## config.mk

```make
export PLATFORM = sky130hd
export DESIGN_NAME = uart_frame_parser
export DESIGN_NICKNAME = d
export VERILOG_FILES = /design/src/rtl/uart_pkg.sv /design/src/rtl/uart_frame_buf.sv /design/src/rtl/uart_frame_parser.sv
export SDC_FILE = /design/constraint.sdc
export NUM_CORES = 1
export LEC_CHECK = 0
export CELL_PAD_IN_SITES_DETAIL_PLACEMENT = 0
export CELL_PAD_IN_SITES_GLOBAL_PLACEMENT = 2
export CORE_ASPECT_RATIO = 0.6
export CORE_MARGIN = 2
export CORE_UTILIZATION = 44
export CTS_CLUSTER_DIAMETER = 120
export CTS_CLUSTER_SIZE = 24
export DETAILED_ROUTE_END_ITERATION = 12
export GPL_ROUTABILITY_DRIVEN = 1
export HOLD_SLACK_MARGIN = 0.1
export MAX_ROUTING_LAYER = met4
export PLACE_DENSITY_LB_ADDON = 0.1
export SLEW_MARGIN = 20
export SYNTH_ARGS = -nofsm -noshare
export SYNTH_HDL_FRONTEND = slang
export SYNTH_HIERARCHICAL = 1
export SYNTH_SLANG_ARGS = --single-unit
export TNS_END_PERCENT = 50
```

## constraint.sdc

```tcl
create_clock -name clk -period 4 [get_ports clk]
set_input_delay 0.8 -clock clk [delete_from_list [all_inputs] [get_ports clk]]
set_output_delay 0.8 -clock clk [all_outputs]
set_load 0.01 [all_outputs]
```

## src/rtl/uart_pkg.sv

```systemverilog
// Shared definitions for the UART frame parser: FSM states, error codes,
// default sync marker and a small index-width helper.
package uart_pkg;

  typedef enum logic [2:0] {
    HUNT,
    LEN,
    PAYLOAD,
    CSUM,
    DRAIN
  } state_t;

  localparam logic [1:0] ERR_OVERRUN = 2'd0;
  localparam logic [1:0] ERR_LEN     = 2'd1;
  localparam logic [1:0] ERR_CSUM    = 2'd2;
  localparam logic [1:0] ERR_TIMEOUT = 2'd3;

  localparam logic [7:0] DEFAULT_SYNC_BYTE = 8'hA5;

  // Index width for a buffer of the given depth; never narrower than one bit.
  function automatic int unsigned idx_width(input int unsigned depth);
    return (depth > 1) ? $clog2(depth) : 1;
  endfunction

endpackage

```

## src/rtl/uart_frame_buf.sv

```systemverilog
// Payload buffer: MAX_LEN x 8 register array, synchronous write,
// combinational read.
module uart_frame_buf
  import uart_pkg::*;
#(
  parameter int unsigned MAX_LEN = 16,
  parameter int unsigned AW      = idx_width(MAX_LEN)
) (
  input  logic          clk,
  input  logic          wr_en,
  input  logic [AW-1:0] wr_idx,
  input  logic [7:0]    wr_data,
  input  logic [AW-1:0] rd_idx,
  output logic [7:0]    rd_data
);

  logic [7:0] mem [MAX_LEN];

  // Store one payload byte per accepted write.
  always_ff @(posedge clk) begin
    if (wr_en) begin
      mem[wr_idx] <= wr_data;
    end
  end

  assign rd_data = mem[rd_idx];

endmodule

```

## src/rtl/uart_frame_parser.sv

```systemverilog
// Frame parser behind a UART receiver: hunts for SYNC_BYTE, reads a length,
// buffers the payload, verifies an XOR checksum and only then streams the
// payload out on a valid/ready interface. Bad frames raise frame_err.
module uart_frame_parser
  import uart_pkg::*;
#(
  parameter logic [7:0]  SYNC_BYTE   = DEFAULT_SYNC_BYTE,
  parameter int unsigned MAX_LEN     = 16,
  parameter int unsigned TIMEOUT_CYC = 4800
) (
  input  logic       clk,
  input  logic       rst_n,
  input  logic [7:0] in_data,
  input  logic       in_valid,
  output logic [7:0] out_data,
  output logic       out_valid,
  output logic       out_last,
  input  logic       out_ready,
  output logic       frame_ok,
  output logic       frame_err,
  output logic [1:0] err_code,
  output logic       busy
);

  localparam int unsigned    AW        = idx_width(MAX_LEN);
  localparam int unsigned    TW        = $clog2(TIMEOUT_CYC + 1);
  localparam logic [TW-1:0]  TMO_LAST  = TW'(TIMEOUT_CYC - 1);
  localparam logic [7:0]     MAX_LEN_B = 8'(MAX_LEN);

  state_t        state, state_n;
  logic          in_valid_d;
  logic [7:0]    len, len_n;
  logic [7:0]    csum_acc, csum_n;
  logic [AW-1:0] idx, idx_n;
  logic [AW-1:0] rd_idx, rd_idx_n;
  logic [TW-1:0] tmo_cnt, tmo_n;
  logic          ok_n, err_n;
  logic [1:0]    code_n;
  logic          wr_en;
  logic [7:0]    buf_rd_data;
  logic [7:0]    len_last;
  logic          accept;
  logic          tmo_expired;
  logic          xfer;

  assign accept      = in_valid && !in_valid_d;
  assign len_last    = len - 8'd1;
  assign tmo_expired = (tmo_cnt == TMO_LAST);

  assign out_valid = (state == DRAIN);
  assign out_last  = out_valid && (8'(rd_idx) == len_last);
  assign out_data  = out_valid ? buf_rd_data : '0;
  assign busy      = (state != HUNT);
  assign xfer      = out_valid && out_ready;

  uart_frame_buf #(
    .MAX_LEN (MAX_LEN),
    .AW      (AW)
  ) u_frame_buf (
    .clk     (clk),
    .wr_en   (wr_en),
    .wr_idx  (idx),
    .wr_data (in_data),
    .rd_idx  (rd_idx),
    .rd_data (buf_rd_data)
  );

  // State and datapath registers; error/ok strobes are registered one-cycle pulses.
  always_ff @(posedge clk) begin
    if (!rst_n) begin
      state      <= HUNT;
      in_valid_d <= 1'b1;
      len        <= '0;
      csum_acc   <= '0;
      idx        <= '0;
      rd_idx     <= '0;
      tmo_cnt    <= '0;
      frame_ok   <= 1'b0;
      frame_err  <= 1'b0;
      err_code   <= ERR_OVERRUN;
    end else begin
      state      <= state_n;
      in_valid_d <= in_valid;
      len        <= len_n;
      csum_acc   <= csum_n;
      idx        <= idx_n;
      rd_idx     <= rd_idx_n;
      tmo_cnt    <= tmo_n;
      frame_ok   <= ok_n;
      frame_err  <= err_n;
      err_code   <= err_n ? code_n : ERR_OVERRUN;
    end
  end

  // Next-state, timeout and error decisions; an accept always beats a timeout.
  always_comb begin
    state_n  = state;
    len_n    = len;
    csum_n   = csum_acc;
    idx_n    = idx;
    rd_idx_n = rd_idx;
    tmo_n    = '0;
    ok_n     = 1'b0;
    err_n    = 1'b0;
    code_n   = ERR_OVERRUN;
    wr_en    = 1'b0;

    case (state)
      HUNT: begin
        if (accept && (in_data == SYNC_BYTE)) begin
          state_n = LEN;
        end
      end

      LEN: begin
        tmo_n = tmo_cnt + TW'(1);
        if (accept) begin
          tmo_n = '0;
          if ((in_data == 8'd0) || (in_data > MAX_LEN_B)) begin
            err_n   = 1'b1;
            code_n  = ERR_LEN;
            state_n = HUNT;
          end else begin
            len_n   = in_data;
            csum_n  = in_data;
            idx_n   = '0;
            state_n = PAYLOAD;
          end
        end else if (tmo_expired) begin
          err_n   = 1'b1;
          code_n  = ERR_TIMEOUT;
          state_n = HUNT;
        end
      end

      PAYLOAD: begin
        tmo_n = tmo_cnt + TW'(1);
        if (accept) begin
          tmo_n  = '0;
          wr_en  = 1'b1;
          csum_n = csum_acc ^ in_data;
          idx_n  = idx + AW'(1);
          if (8'(idx) == len_last) begin
            state_n = CSUM;
          end
        end else if (tmo_expired) begin
          err_n   = 1'b1;
          code_n  = ERR_TIMEOUT;
          state_n = HUNT;
        end
      end

      CSUM: begin
        tmo_n = tmo_cnt + TW'(1);
        if (accept) begin
          tmo_n = '0;
          if (in_data == csum_acc) begin
            rd_idx_n = '0;
            ok_n     = 1'b1;
            state_n  = DRAIN;
          end else begin
            err_n   = 1'b1;
            code_n  = ERR_CSUM;
            state_n = HUNT;
          end
        end else if (tmo_expired) begin
          err_n   = 1'b1;
          code_n  = ERR_TIMEOUT;
          state_n = HUNT;
        end
      end

      DRAIN: begin
        if (accept) begin
          err_n  = 1'b1;
          code_n = ERR_OVERRUN;
        end
        if (xfer) begin
          rd_idx_n = rd_idx + AW'(1);
          if (out_last) begin
            state_n = HUNT;
          end
        end
      end

      default: begin
        state_n = HUNT;
      end
    endcase
  end

endmodule
```

==> results of run 1 <==
==> how the worst max path moves through the flow <==
stage | startpoint | end | slack, ps | cells after the start
6_report | rd_idx[0] | out_data[0] | 440 | 6
3_5_place_dp | in_valid | u_frame_buf/mem[0][7] | 610 | 7
3_3_place_gp | in_valid | u_frame_buf/mem[0][7] | 760 | 7
2_1_floorplan | in_valid | u_frame_buf/mem[0][0] | 910 | 6
5_1_grt | len[0] | out_last | 280 | 8
4_1_cts | rd_idx[0] | out_data[0] | 440 | 6
==> area by class of cell <==
type                    instances  area (um^2)  area share, %
repair buffers                 60          528           6.12
inverters                       6         22.5          0.261
well taps                     228          285           3.31
flip-flops and latches        173         4750           55.1
clock buffers                  17          425           4.93
clock inverters                15          189           2.19
multi-input cells             304         2420           28.1
==> Yosys cell counts, drive strengths merged (4+ instances only) <==
cell type | instances | area [um^2]
edfxtp | 128 | 3840
nand2 | 39 | 146
mux4 | 32 | 773
ha | 4 | 50.1
a22oi | 17 | 128
nand2b | 7 | 43.8
nand4 | 6 | 37.5
and2 | 9 | 56.3
nor2b | 6 | 37.5
o2111ai | 5 | 43.8
nor2 | 44 | 165
nand3b | 4 | 30.0
a21oi | 13 | 65.1
nor3 | 11 | 55.1
mux2i | 5 | 50.1
inv | 5 | 18.8
o21a | 6 | 45.0
dfxtp | 45 | 901
nand3 | 14 | 70.1
clkbuf | 11 | 41.3
xor2 | 23 | 201
buf | 13 | 101
xnor2 | 8 | 70.1
and3 | 9 | 56.3
o21ai | 11 | 55.1
nor4 | 5 | 31.3
==> layout by cell type (no fill, tap or decap), types with 3 or more instances in the layout <==
master	count
a21oi_1	13
a22oi_1	17
and2_1	9
and3_1	9
buf_4	33
clkbuf_16	17
clkdlybuf4s50_1	26
clkinv_8	3
dfxtp_1	44
edfxtp_1	128
ha_1	4
inv_1	5
inv_8	6
mux2i_1	5
mux4_1	14
mux4_2	18
nand2_1	39
nand2b_1	7
nand3_1	14
nand3b_1	4
nand4_1	6
nor2_1	44
nor2b_1	6
nor3_1	11
nor4_1	5
o2111ai_1	5
o21a_1	6
o21ai_0	11
or2_2	3
xnor2_1	8
xor2_1	23
==> registers in the layout, summed over array words and instances (netlist names) <==
register,flops
len,8
frame_err,1
err_code,2
rd_idx,4
tmo_cnt,13
csum_acc,8
u_frame_buf/mem,128
in_valid_d,1
frame_ok,1
idx,4
state,3
==> worst max-delay path, stage by stage, from the launching register on <==
cell             delay [ps]
dfxtp_2                 340
buf_12                  250
mux4_1                  610
a22oi_1                 360
nand2_1                  80
and2_1                  150
clkdlybuf4s50_1         480
==> cell families (layout without fill, tap and decap cells) <==
family / count (synthesis) / in the layout / share of synthesized area [%]
fa+ha+maj: 4 / 4 / 0.680
compound gates: 63 / 63 / 5.79
buf+inv: 33 / 98 / 2.65
xor+xnor: 31 / 31 / 3.69
mux: 37 / 37 / 11.2
simple gates: 169 / 169 / 11.6
flops: 173 / 173 / 64.4
==> metrics by stage <==
| stage | cell area [um^2] | total power (uW) |
|---|---|---|
| 3_3_place_gp | 8010 | 2030 |
| 6_report | 8620 | 3700 |
| 3_5_place_dp | 8010 | 2040 |
| 2_1_floorplan | 7360 | 1980 |
| 5_1_grt | 8620 | 3820 |
| 4_1_cts | 8620 | 3730 |
==> metal layers <==
layer	GRT usage, %	part of all wire [%]	vias up
li1	-	-	2062
met1	33.5	52	2297
met2	27.3	42	119
met3	4.00	4.9	15
met4	5.08	0.67	0
met5	-	0	-
==> power by group <==
| group | total (uW) | switching (uW) | leakage [uW] | internal (uW) |
|---|---|---|---|---|
| combinational | 74.1 | 51.4 | 0.00109 | 22.7 |
| clock | 1700 | 797 | 0.000298 | 905 |
| sequential | 1920 | 0.306 | 0.00151 | 1920 |
==> impl_metrics.ini, run 1 <==
[run_status]
status = finished clean

[sta]
fin_skew_ps = 13.6
slew_headroom_pct = 53.2
hold_ws_ps = 464
hold_viol = 0
fin_crit_ps = 3560
worst_pin_slew_ps = 700
rsz0062_at_grt = no
finalCritPeriodShare_pct = 89.0
setup_viol = 0
max_freq_mhz = 281
fin_ws_ps = 441
finalMaxSlewViolations = 0
finalSetupTns_ps = 0

[setup_path]
r2r_cells = 6
critPathRequiredTime_ps = 3200
rr_endpoint = u_frame_buf/mem[0][4]
crit_fanout = 38
regToRegSetupSlack_ps = 1660
arrival_ps = 2760
critPathKind = reg2out
end_kind = output port
timing.rr.start = in_valid_d
start_kind = register

[logic_synthesis]
synth_area_um2 = 7360
synth-edff-count = 128
synth-seq-area-share_pct = 64.4
synth-seq-cells = 173
yosysUniqueCellTypes = 51
syn_inst = 510
syn_area_per_cell_um2 = 14.4
synth-main-ff-cell = edfxtp_1
async_reset_ff_share_pct = 0
ys_warn_count = 6
syn_nets = 526

[clock_network]
clk_pin_slew_ps = 80
cts_tree = yes
numCtsBuffers = 17
cts_setup_buffers = 0
cts_root_buffer = clkbuf_16
clk_path_buf_depth = 2
htree_levels = 4
ctsHoldBuffers = 0
cts.sinks = 173
clock_latency_ps = 430
cts_resized = 0

[drt]
dr.pass1.iters = 5
first_iter_violations = 422
drt-wirelength-per-cell_um = 21.5
drc = 0
via_count = 4493
via_per_inst = 5.60
ant_nets = 0
routed_wl_mm = 17.3

[worst_hold_path]
hp-start = tmo_cnt[0]
hold_depth = 1
hold_path.class = reg2reg
min_to = tmo_cnt[0]

[power_and_ir_drop]
power-per-cell-area_nw_per_um2 = 429
peakVddDrop_mv = 0.285
leakage_uw = 0.00290

[global_routing]
grt_pass1_wl_mm = 26.2
grt_antenna_before_repair = 0
grt_usage_pct = 21.0
grt_overflow = 0
first_global_vias = 4182
grt_max_degree = 39

[cells_and_area]
layoutNonFillerInstCount = 803
nFillCells = 1404
drive_gt1_share_pct = 15.7
diodes = 0
fin_util_pct = 52.9
layout.nets = 578
syn2layout_area_growth_pct = 17.1

[floorplanning]
die_w_um = 171
fp.dieArea_um2 = 17800
die-height_um = 104
core_area_um2 = 16300
fp-row-count = 36
initial_core_util_pct = 45.2
io_pins = 27

[placed_design]
port_buffers = 26
dp.final_hpwl_mm = 11.6
place_congestion = 0.797
dp_slack_ps = 615
dpl.cell_count = 771

[flow_run]
maxCapViolCount = 0
No activity file was read; power rests on OpenSTA's default activity.
==> run 2, diff against run 1 <==
Settings changed: CTS_CLUSTER_SIZE 24 to 12.
==> results of run 2 <==
Final layout, timing and power as in run 1 (identical DEF).
